$ cat config.mk
export PLATFORM = sky130hd
export DESIGN_NAME = lsu_dmem_port_flat
export DESIGN_NICKNAME = d
export VERILOG_FILES = /design/src/rtl/lsu_dmem_if.sv /design/src/rtl/lsu_dmem_port.sv /design/src/flat_wrapper.sv
export SDC_FILE = /design/constraint.sdc
export NUM_CORES = 1
export LEC_CHECK = 0
export BUFFER_PORTS_ARGS = -buffer_cell sky130_fd_sc_hd__buf_2
export CAP_MARGIN = 15
export CELL_PAD_IN_SITES_DETAIL_PLACEMENT = 0
export CELL_PAD_IN_SITES_GLOBAL_PLACEMENT = 1
export CORE_MARGIN = 4
export CORE_UTILIZATION = 34
export DETAILED_ROUTE_END_ITERATION = 10
export PLACE_DENSITY = 0.9
export SETUP_SLACK_MARGIN = 0.5
export SLEW_MARGIN = 20
export SYNTH_ARGS = -nofsm -noshare
export SYNTH_HDL_FRONTEND = slang
export SYNTH_SLANG_ARGS = --single-unit
$ cat constraint.sdc
create_clock -name clk_i -period 2.3 [get_ports clk_i]
set_input_delay 0.46 -clock clk_i [delete_from_list [all_inputs] [get_ports clk_i]]
set_output_delay 0.46 -clock clk_i [all_outputs]
set_load 0.005 [all_outputs]
$ cat src/rtl/lsu_dmem_if.sv
// Core/memory bundle of the LSU data-memory port. Signal names keep the
// _i/_o suffixes as seen from lsu_dmem_port (slave side).
interface lsu_dmem_if #(
  parameter int XLEN = 32
);
  // Request handshake: a request transfers on a cycle where req_valid_i and
  // req_ready_o are both 1; mem_req_o holds its fields stable until mem_gnt_i.
  logic            req_valid_i;
  logic            req_ready_o;
  logic            req_we_i;
  logic [2:0]      req_funct3_i;
  logic [XLEN-1:0] req_addr_i;
  logic [XLEN-1:0] req_wdata_i;
  logic            rsp_valid_o;
  logic [XLEN-1:0] rsp_rdata_o;
  logic            rsp_err_o;
  logic            mem_req_o;
  logic            mem_gnt_i;
  logic            mem_we_o;
  logic [3:0]      mem_be_o;
  logic [XLEN-1:0] mem_addr_o;
  logic [XLEN-1:0] mem_wdata_o;
  logic            mem_rvalid_i;
  logic [XLEN-1:0] mem_rdata_i;
  logic            busy_o;

  modport slave (
    input  req_valid_i, req_we_i, req_funct3_i, req_addr_i, req_wdata_i,
           mem_gnt_i, mem_rvalid_i, mem_rdata_i,
    output req_ready_o, rsp_valid_o, rsp_rdata_o, rsp_err_o,
           mem_req_o, mem_we_o, mem_be_o, mem_addr_o, mem_wdata_o, busy_o
  );

  modport master (
    output req_valid_i, req_we_i, req_funct3_i, req_addr_i, req_wdata_i,
           mem_gnt_i, mem_rvalid_i, mem_rdata_i,
    input  req_ready_o, rsp_valid_o, rsp_rdata_o, rsp_err_o,
           mem_req_o, mem_we_o, mem_be_o, mem_addr_o, mem_wdata_o, busy_o
  );
endinterface

$ cat src/rtl/lsu_dmem_port.sv
// Load/store unit data-memory port: checks one request, performs a single
// word-aligned memory access and returns an extended load result or an error.
module lsu_dmem_port #(
  parameter int XLEN      = 32,
  parameter int DMEM_SIZE = 1024
) (
  input  logic      clk_i,
  input  logic      rst_i,
  lsu_dmem_if.slave bus
);

  localparam logic [2:0] F3_B  = 3'b000;
  localparam logic [2:0] F3_H  = 3'b001;
  localparam logic [2:0] F3_W  = 3'b010;
  localparam logic [2:0] F3_BU = 3'b100;
  localparam logic [2:0] F3_HU = 3'b101;

  typedef enum logic [1:0] {IDLE, REQ, WAIT, RESP} state_e;

  state_e          state_q, state_d;
  logic            we_q, we_d;
  logic [2:0]      f3_q, f3_d;
  logic [XLEN-1:0] addr_q, addr_d;
  logic [XLEN-1:0] wdata_q, wdata_d;
  logic [XLEN-1:0] rsp_rdata_q, rsp_rdata_d;
  logic            rsp_err_q, rsp_err_d;

  logic            req_err;
  logic [3:0]      be;
  logic [XLEN-1:0] store_data;
  logic [XLEN-1:0] rd_shifted;
  logic [XLEN-1:0] load_val;
  logic            in_req;

  // Alignment, encoding and range check on the incoming request.
  always_comb begin
    req_err = 1'b0;
    if (bus.req_we_i) begin
      case (bus.req_funct3_i)
        F3_B:    req_err = 1'b0;
        F3_H:    req_err = bus.req_addr_i[0];
        F3_W:    req_err = |bus.req_addr_i[1:0];
        default: req_err = 1'b1;
      endcase
    end else begin
      case (bus.req_funct3_i)
        F3_B, F3_BU: req_err = 1'b0;
        F3_H, F3_HU: req_err = bus.req_addr_i[0];
        F3_W:        req_err = |bus.req_addr_i[1:0];
        default:     req_err = 1'b1;
      endcase
    end
    if (bus.req_addr_i >= XLEN'(DMEM_SIZE)) req_err = 1'b1;
  end

  always_comb begin
    case (f3_q[1:0])
      2'b00:   be = 4'b0001 << addr_q[1:0];
      2'b01:   be = 4'b0011 << addr_q[1:0];
      default: be = 4'b1111;
    endcase
  end

  // Unused lanes of sub-word stores are driven to zero.
  always_comb begin
    case (f3_q[1:0])
      2'b00:   store_data = XLEN'(wdata_q[7:0])  << {addr_q[1:0], 3'b000};
      2'b01:   store_data = XLEN'(wdata_q[15:0]) << {addr_q[1:0], 3'b000};
      default: store_data = wdata_q;
    endcase
  end

  always_comb begin
    rd_shifted = bus.mem_rdata_i >> {addr_q[1:0], 3'b000};
    case (f3_q)
      F3_B:    load_val = {{(XLEN-8){rd_shifted[7]}}, rd_shifted[7:0]};
      F3_H:    load_val = {{(XLEN-16){rd_shifted[15]}}, rd_shifted[15:0]};
      F3_BU:   load_val = {{(XLEN-8){1'b0}}, rd_shifted[7:0]};
      F3_HU:   load_val = {{(XLEN-16){1'b0}}, rd_shifted[15:0]};
      default: load_val = rd_shifted;
    endcase
  end

  always_comb begin
    state_d     = state_q;
    we_d        = we_q;
    f3_d        = f3_q;
    addr_d      = addr_q;
    wdata_d     = wdata_q;
    rsp_rdata_d = rsp_rdata_q;
    rsp_err_d   = rsp_err_q;
    case (state_q)
      IDLE: begin
        if (bus.req_valid_i) begin
          we_d    = bus.req_we_i;
          f3_d    = bus.req_funct3_i;
          addr_d  = bus.req_addr_i;
          wdata_d = bus.req_wdata_i;
          if (req_err) begin
            state_d     = RESP;
            rsp_err_d   = 1'b1;
            rsp_rdata_d = '0;
          end else begin
            state_d = REQ;
          end
        end
      end
      REQ: begin
        if (bus.mem_gnt_i) begin
          if (we_q) begin
            state_d     = RESP;
            rsp_err_d   = 1'b0;
            rsp_rdata_d = '0;
          end else begin
            state_d = WAIT;
          end
        end
      end
      WAIT: begin
        if (bus.mem_rvalid_i) begin
          state_d     = RESP;
          rsp_err_d   = 1'b0;
          rsp_rdata_d = load_val;
        end
      end
      RESP:    state_d = IDLE;
      default: state_d = IDLE;
    endcase
  end

  always_ff @(posedge clk_i) begin
    if (rst_i) begin
      state_q     <= IDLE;
      we_q        <= 1'b0;
      f3_q        <= 3'b000;
      addr_q      <= '0;
      wdata_q     <= '0;
      rsp_rdata_q <= '0;
      rsp_err_q   <= 1'b0;
    end else begin
      state_q     <= state_d;
      we_q        <= we_d;
      f3_q        <= f3_d;
      addr_q      <= addr_d;
      wdata_q     <= wdata_d;
      rsp_rdata_q <= rsp_rdata_d;
      rsp_err_q   <= rsp_err_d;
    end
  end

  assign in_req          = (state_q == REQ);
  assign bus.req_ready_o = (state_q == IDLE);
  assign bus.busy_o      = (state_q != IDLE);
  assign bus.rsp_valid_o = (state_q == RESP);
  assign bus.rsp_rdata_o = rsp_rdata_q;
  assign bus.rsp_err_o   = rsp_err_q;
  assign bus.mem_req_o   = in_req;
  assign bus.mem_we_o    = in_req & we_q;
  assign bus.mem_be_o    = in_req ? be : 4'b0000;
  assign bus.mem_addr_o  = in_req ? {addr_q[XLEN-1:2], 2'b00} : '0;
  assign bus.mem_wdata_o = (in_req && we_q) ? store_data : '0;

endmodule

$ cat src/flat_wrapper.sv
// flat-port wrapper written by rule: the top's interface ports become plain ports
module lsu_dmem_port_flat 
#(
  parameter int XLEN      = 32,
  parameter int DMEM_SIZE = 1024
)
  (clk_i, rst_i, bus_req_valid_i, bus_req_we_i, bus_req_funct3_i, bus_req_addr_i, bus_req_wdata_i, bus_mem_gnt_i, bus_mem_rvalid_i, bus_mem_rdata_i, bus_req_ready_o, bus_rsp_valid_o, bus_rsp_rdata_o, bus_rsp_err_o, bus_mem_req_o, bus_mem_we_o, bus_mem_be_o, bus_mem_addr_o, bus_mem_wdata_o, bus_busy_o);
  lsu_dmem_if #(.XLEN(XLEN)) bus_i ();
  input  logic clk_i;
  input  logic rst_i;
  input wire logic [$bits(bus_i.req_valid_i)-1:0] bus_req_valid_i;
  input wire logic [$bits(bus_i.req_we_i)-1:0] bus_req_we_i;
  input wire logic [$bits(bus_i.req_funct3_i)-1:0] bus_req_funct3_i;
  input wire logic [$bits(bus_i.req_addr_i)-1:0] bus_req_addr_i;
  input wire logic [$bits(bus_i.req_wdata_i)-1:0] bus_req_wdata_i;
  input wire logic [$bits(bus_i.mem_gnt_i)-1:0] bus_mem_gnt_i;
  input wire logic [$bits(bus_i.mem_rvalid_i)-1:0] bus_mem_rvalid_i;
  input wire logic [$bits(bus_i.mem_rdata_i)-1:0] bus_mem_rdata_i;
  output wire logic [$bits(bus_i.req_ready_o)-1:0] bus_req_ready_o;
  output wire logic [$bits(bus_i.rsp_valid_o)-1:0] bus_rsp_valid_o;
  output wire logic [$bits(bus_i.rsp_rdata_o)-1:0] bus_rsp_rdata_o;
  output wire logic [$bits(bus_i.rsp_err_o)-1:0] bus_rsp_err_o;
  output wire logic [$bits(bus_i.mem_req_o)-1:0] bus_mem_req_o;
  output wire logic [$bits(bus_i.mem_we_o)-1:0] bus_mem_we_o;
  output wire logic [$bits(bus_i.mem_be_o)-1:0] bus_mem_be_o;
  output wire logic [$bits(bus_i.mem_addr_o)-1:0] bus_mem_addr_o;
  output wire logic [$bits(bus_i.mem_wdata_o)-1:0] bus_mem_wdata_o;
  output wire logic [$bits(bus_i.busy_o)-1:0] bus_busy_o;
  assign bus_i.req_valid_i = bus_req_valid_i;
  assign bus_i.req_we_i = bus_req_we_i;
  assign bus_i.req_funct3_i = bus_req_funct3_i;
  assign bus_i.req_addr_i = bus_req_addr_i;
  assign bus_i.req_wdata_i = bus_req_wdata_i;
  assign bus_i.mem_gnt_i = bus_mem_gnt_i;
  assign bus_i.mem_rvalid_i = bus_mem_rvalid_i;
  assign bus_i.mem_rdata_i = bus_mem_rdata_i;
  assign bus_req_ready_o = bus_i.req_ready_o;
  assign bus_rsp_valid_o = bus_i.rsp_valid_o;
  assign bus_rsp_rdata_o = bus_i.rsp_rdata_o;
  assign bus_rsp_err_o = bus_i.rsp_err_o;
  assign bus_mem_req_o = bus_i.mem_req_o;
  assign bus_mem_we_o = bus_i.mem_we_o;
  assign bus_mem_be_o = bus_i.mem_be_o;
  assign bus_mem_addr_o = bus_i.mem_addr_o;
  assign bus_mem_wdata_o = bus_i.mem_wdata_o;
  assign bus_busy_o = bus_i.busy_o;
  lsu_dmem_port #(.XLEN(XLEN), .DMEM_SIZE(DMEM_SIZE)) u_core (.clk_i(clk_i), .rst_i(rst_i), .bus(bus_i));
endmodule
Word-level counts from Yosys, hierarchy flattened
Index checks and enable logic that the tools add are counted.

storage, ports and cells
  output and inout bits = 106
  register bits = 103
  input port bits = 105
  word-level logic and storage cells = 71

operators by class
  order comparisons = 1
  shift-type cells = 5
  bitwise operators = 1
  equal/unequal tests = 16
  reductions and logical operators = 13
  muxes and demuxes = 28

operator list
  kind                    count
  $mux W32                7
  $pmux W32 S4            1
  $pmux W32 S3            1
  $pmux W32 S2            1
  $ge A32 B11 Y1 const B  1
  $shl A16 B5 Y32         1
  $shl A8 B5 Y32          1
  $shr A32 B5 Y32         1
  $eq A3 B3 Y1 const B    4
  $pmux W1 S3             3
  $mux W1                 8
  $mux W2                 4
  $pmux W2 S4             1
  $pmux W4 S2             1
  $eq A3 B1 Y1 const B    2
  $logic_not A3 Y1        2
  $ne A2 B2 Y1 const B    3
  $reduce_and A6 Y1       1
  $reduce_or A2 Y1        3
  $eq A2 B1 Y1 const B    2
  $eq A2 B2 Y1 const B    2
  $logic_not A2 Y1        2
  $mux W4                 1
  $ne A2 B1 Y1 const B    2
  9 further kinds         9

Depth between registers and ports, before layout
  word-level depth = 8
  mapped depth = 9
  gate-level depth less buffers = 7

Worst setup path after synthesis
No wires, ideal clock.

  path kind = reg2reg
  start point = reg u_core.state_q[0]
  end point = reg u_core.rsp_err_q, in the netlist u_core.bus.rsp_err_o
  required time = 2177 ps
  arrival time = 1946 ps
  setup slack = 231 ps
  clock period less this slack = 2069 ps
  library setup time = 123 ps
  path buffers = 0
  stages on the path, launching flop included = 7
  cells stage by stage = dfxtp_1 inv_1 ha_1 inv_1 o221ai_1 a2111oi_4 mux2_1

on the way
  cells in the longest elaborated chain, start to end = 3
  elaborated cells on any way between the ends = 11
  classes of those cells = eq/ne: 7; mux: 1; reduce/logical: 3

ends and longest elaborated chain
  element                                                      RTL line              RTL
  start, declared                                              lsu_dmem_port.sv:20   state_e state_q, state_d;
  start signal, assigned                                       lsu_dmem_port.sv:141  state_q <= state_d;
  $logic_not A2 Y1 *                                           --
  via bus_req_ready_o                                          flat_wrapper.sv:19    output wire logic [$bits(bus_i.req_ready_o)-1:0] bus_req_ready_o;
  $ne A2 B1 Y1 (no source line), or another cell as far along  --
  $reduce_and A6 Y1 (no source line)                           --
  end signal, assigned                                         lsu_dmem_port.sv:147  rsp_err_q <= rsp_err_d;
  end, declared                                                lsu_dmem_port.sv:26   logic rsp_err_q, rsp_err_d;

The timed path passes the listed nets; every way through them passes the cells marked *.
A chain may end at the register's enable or synchronous reset.

Worst setup path after layout
  start point = reg u_core.state_q[1]
  end point = out bus_mem_wdata_o[13]

on the way
  cells in the longest elaborated chain, start to end = 3

ends and longest elaborated chain
  element              RTL line              RTL
  $eq A2 B1 Y1         lsu_dmem_port.sv:151  assign in_req = (state_q == REQ);
  $logic_and A1 B1 Y1  lsu_dmem_port.sv:161  assign bus.mem_wdata_o = (in_req && we_q) ? store_data : '0;
  $mux W32             lsu_dmem_port.sv:161
  end, declared        flat_wrapper.sv:27    output wire logic [$bits(bus_i.mem_wdata_o)-1:0] bus_mem_wdata_o;

Every way passes these cells.

==> impl_metrics.toml <==
[die]
ios = 211
die_area_mm2 = 0.0181
rows = 45
initial_core_util_pct = 35.3
die_x_um = 134
core-area_mm2 = 0.0154
fp.dieH_um = 134

[logic_synthesis]
ys_types = 42
synth.avg_cell_area_um2 = 7.56
synthSimpleGateAreaFrac_pct = 27.0
postSynthCellCount = 720
synth_compound_area_share_pct = 17.0
seq_area_frac_synth_pct = 37.9
synth_top_family_by_area = "simple AND/OR/NAND/NOR gates"
synthXorXnorAreaFrac_pct = 0
synthAdderAreaFrac_pct = 0.920
ys_warn_count = 0
syn-cell-area_mm2 = 0.00544
synth-seq-cells = 103
synthMuxAreaShare_pct = 11.6

[routing]
drcViolationCount = 0
drtAntennaViolNets = 0
dr.pass1.iters = 5
drt_iter0_drc = 282
wl_per_cell_um = 17.0
vias_per_cell = 5.06
vias = 5886
wl_um = 19800

[grt]
track_usage_pct = 20.3
grt_pass1_wl_um = 29400
antenna_found_initial = 2
grt_pass1_vias = 5594
grt_overflow = 0
grt_max_degree = 105

[final_layout]
fin_nets = 1057
area_growth_pct = 50.8
fillers = 1532
regArea_mm2 = 0.00208
n_antenna_cell = 0
utilization_pct = 53.2
drive_gt1_share_pct = 41.4
multiInputGateArea_mm2 = 0.00344

[clock_network]
clock_sinks = 103
numCtsBuffers = 9
h-tree-depth = 3
clk_pin_slew_ps = 70
cts.path.max_buffers = 2
tritoncts = "yes"
cts-root-buf = "clkbuf_16"
worstSkewPairLatency_ps = 350
hold_buffers = 0

[timing]
postLayoutSetupSlackWorst_ps = 175
final-max-slew-violation-count = 0
fin_skew_ps = 6.42
hold_violations = 0
slew_headroom_pct = 31.0
fmax_ghz = 0.471
min_period_ps = 2130
period_share_pct = 92.4
final-setup-viol-count = 0
worstMarginPinSlew_ps = 1030
rsz0062_at_grt = "true"

[place]
globalplace.congestion = 0.842
portBuffers = 208
place_ws_ps = -65.7
hpwl_um = 13300

[power_and_ir_drop]
p_per_area_mw_per_mm2 = 982
power.leakage_nw = 3.47
irDropWorstVdd_mv = 0.506

[setup_path]
crit_path_max_fanout = 8
required_ps = 1840
worstSetupEndpointType = "output port"
critPathKind = "reg -> out"
startpoint_type = "register"
arrival_ps = 1670

[outcome]
status = "finished, final reports clean"

[run]
drv_cap = 0

[worst_hold_path]
hold_class = "in -> reg"
-- logic make-up (layout without fill, tap and decap cells) --
group	Yosys count	in the layout
simple gates	322	322
compound gates	162	162
flops	103	103
buf+inv	68	300
mux	60	60
fa+ha+maj	4	4
other cells	1	2
-- per-stage QoR --
stage / std cells / TNS, ps / instance area, um^2 / total power, W / hold WS, ps
global route: 1164 / 0 / 8200 / 0.00849 / 331
CTS: 1143 / 0 / 7520 / 0.00728 / 328
floorplan: 721 / 0 / 5460 / 0.00405 / 432
global placement: 1108 / -120 / 6740 / 0.00493 / 437
finish: 1164 / 0 / 8200 / 0.00805 / 335
detailed placement: 1108 / -929 / 6740 / 0.00496 / 442
-- layer usage --
metal / GRT usage (%) / part of all wire (%)
met2: 31.9 / 47
met3: 6.33 / 9.8
met5: 0 / 0.11
met4: 6.73 / 2.3
met1: 26.5 / 41
-- cell type report --
| cell class | instances | share of cell area, % |
|---|---|---|
| multi-input cells | 550 | 41.9 |
| flip-flops and latches | 103 | 25.3 |
| repair buffers | 277 | 25.1 |
| well taps | 211 | 3.22 |
| clock buffers | 11 | 3.08 |
| clock inverters | 5 | 0.763 |
| inverters | 7 | 0.534 |
-- repair_timing --
action                                  CTS  global route
endpoints found under the setup margin  103           113
buffers inserted                         15            17
gates resized for setup                  66           107
cloned                                    4             4
pin swaps                                13            51
-- path summary, 6_finish.rpt --
check                            startpoint                                     end  slack [ps]  cells after the start
min                      bus_req_wdata_i[9]          u_core.wdata_q[9]$_SDFFE_PP0P_         340                      3
max reg2reg  u_core.state_q[0]$_SDFFE_PP0P_  u_core.bus.rsp_rdata_o[3]$_SDFFE_PP0P_         220                     11
max          u_core.state_q[1]$_SDFFE_PP0P_                     bus_mem_wdata_o[13]         170                      6
min reg2reg  u_core.addr_q[20]$_SDFFE_PP0P_          u_core.addr_q[20]$_SDFFE_PP0P_         460                      2
-- layout by cell type, fill, tap and decap left out, types with 3 or more instances in the layout --
master / n
o211ai_1: 8
a32oi_1: 7
a21oi_2: 10
o21ai_2: 7
buf_2: 174
dfxtp_4: 3
mux2_1: 5
buf_12: 5
dfxtp_1: 97
buf_4: 33
ha_4: 3
nand2_2: 3
mux2i_1: 43
nor4_1: 7
o21ai_0: 8
nor2b_1: 5
mux2_2: 10
nor2_4: 3
and2_1: 7
a21oi_1: 103
a22oi_1: 6
nor2_1: 28
clkbuf_16: 13
nand2_1: 185
buf_16: 3
dfxtp_2: 3
and2_4: 31
nand2b_1: 35
inv_4: 4
buf_6: 56
-- registers in the layout, indices dropped and copies added, names as in the netlist --
register and flops:
u_core.f3_q 3, u_core.bus.rsp_err_o 1, u_core.state_q 2, u_core.addr_q 32, u_core.wdata_q 32, u_core.we_q 1
u_core.bus.rsp_rdata_o 32
-- synth_stat cells --
| master | count | area, um^2 |
|---|---|---|
| a2111oi_0 | 1 | 8.76 |
| a2111oi_4 | 1 | 27.5 |
| a211o_1 | 1 | 8.76 |
| a211oi_1 | 1 | 7.51 |
| a21oi_1 | 113 | 566 |
| a221oi_1 | 1 | 8.76 |
| a22oi_1 | 8 | 60.1 |
| a32oi_1 | 8 | 70.1 |
| and2_1 | 39 | 244 |
| and3_1 | 3 | 18.8 |
| buf_1 | 7 | 26.3 |
| buf_2 | 6 | 30.0 |
| buf_4 | 3 | 22.5 |
| buf_6 | 3 | 33.8 |
| clkbuf_1 | 42 | 158 |
| conb_1 | 1 | 3.75 |
| dfxtp_1 | 103 | 2060 |
| ha_1 | 4 | 50.1 |
| inv_1 | 4 | 15.0 |
| inv_2 | 3 | 11.3 |
| mux2_1 | 6 | 67.6 |
| mux2_2 | 10 | 113 |
| mux2i_1 | 43 | 430 |
| mux4_2 | 1 | 22.5 |
| nand2_1 | 189 | 709 |
| nand2b_1 | 35 | 219 |
| nand3b_1 | 1 | 7.51 |
| nand4_1 | 1 | 6.26 |
| nor2_1 | 33 | 124 |
| nor2b_1 | 7 | 43.8 |
| nor3_1 | 2 | 10.0 |
| nor4_1 | 7 | 43.8 |
| nor4_2 | 1 | 12.5 |
| nor4b_1 | 2 | 17.5 |
| o211ai_1 | 8 | 60.1 |
| o21ai_0 | 8 | 40.0 |
| o21ai_1 | 9 | 45.0 |
| o21bai_1 | 1 | 7.51 |
| o221ai_1 | 1 | 8.76 |
| o31ai_1 | 1 | 7.51 |
| or2_1 | 1 | 6.26 |
| or3_1 | 1 | 6.26 |
-- report_power, final --
group	leakage, nW	internal [W]	switching, W
Clock	0.149	0.000912	0.000719
Sequential	0.844	0.00210	0.000234
Combinational	2.47	0.00214	0.00195
Total	3.47	0.00515	0.00290
-- critical path, stage by stage (launching register included) --
cell     delay, ps
dfxtp_2        340
inv_4           80
ha_4           210
nand2_8         80
or2_4          330
a21oi_2        140
buf_2          130
(Power assumes the default switching activity.)
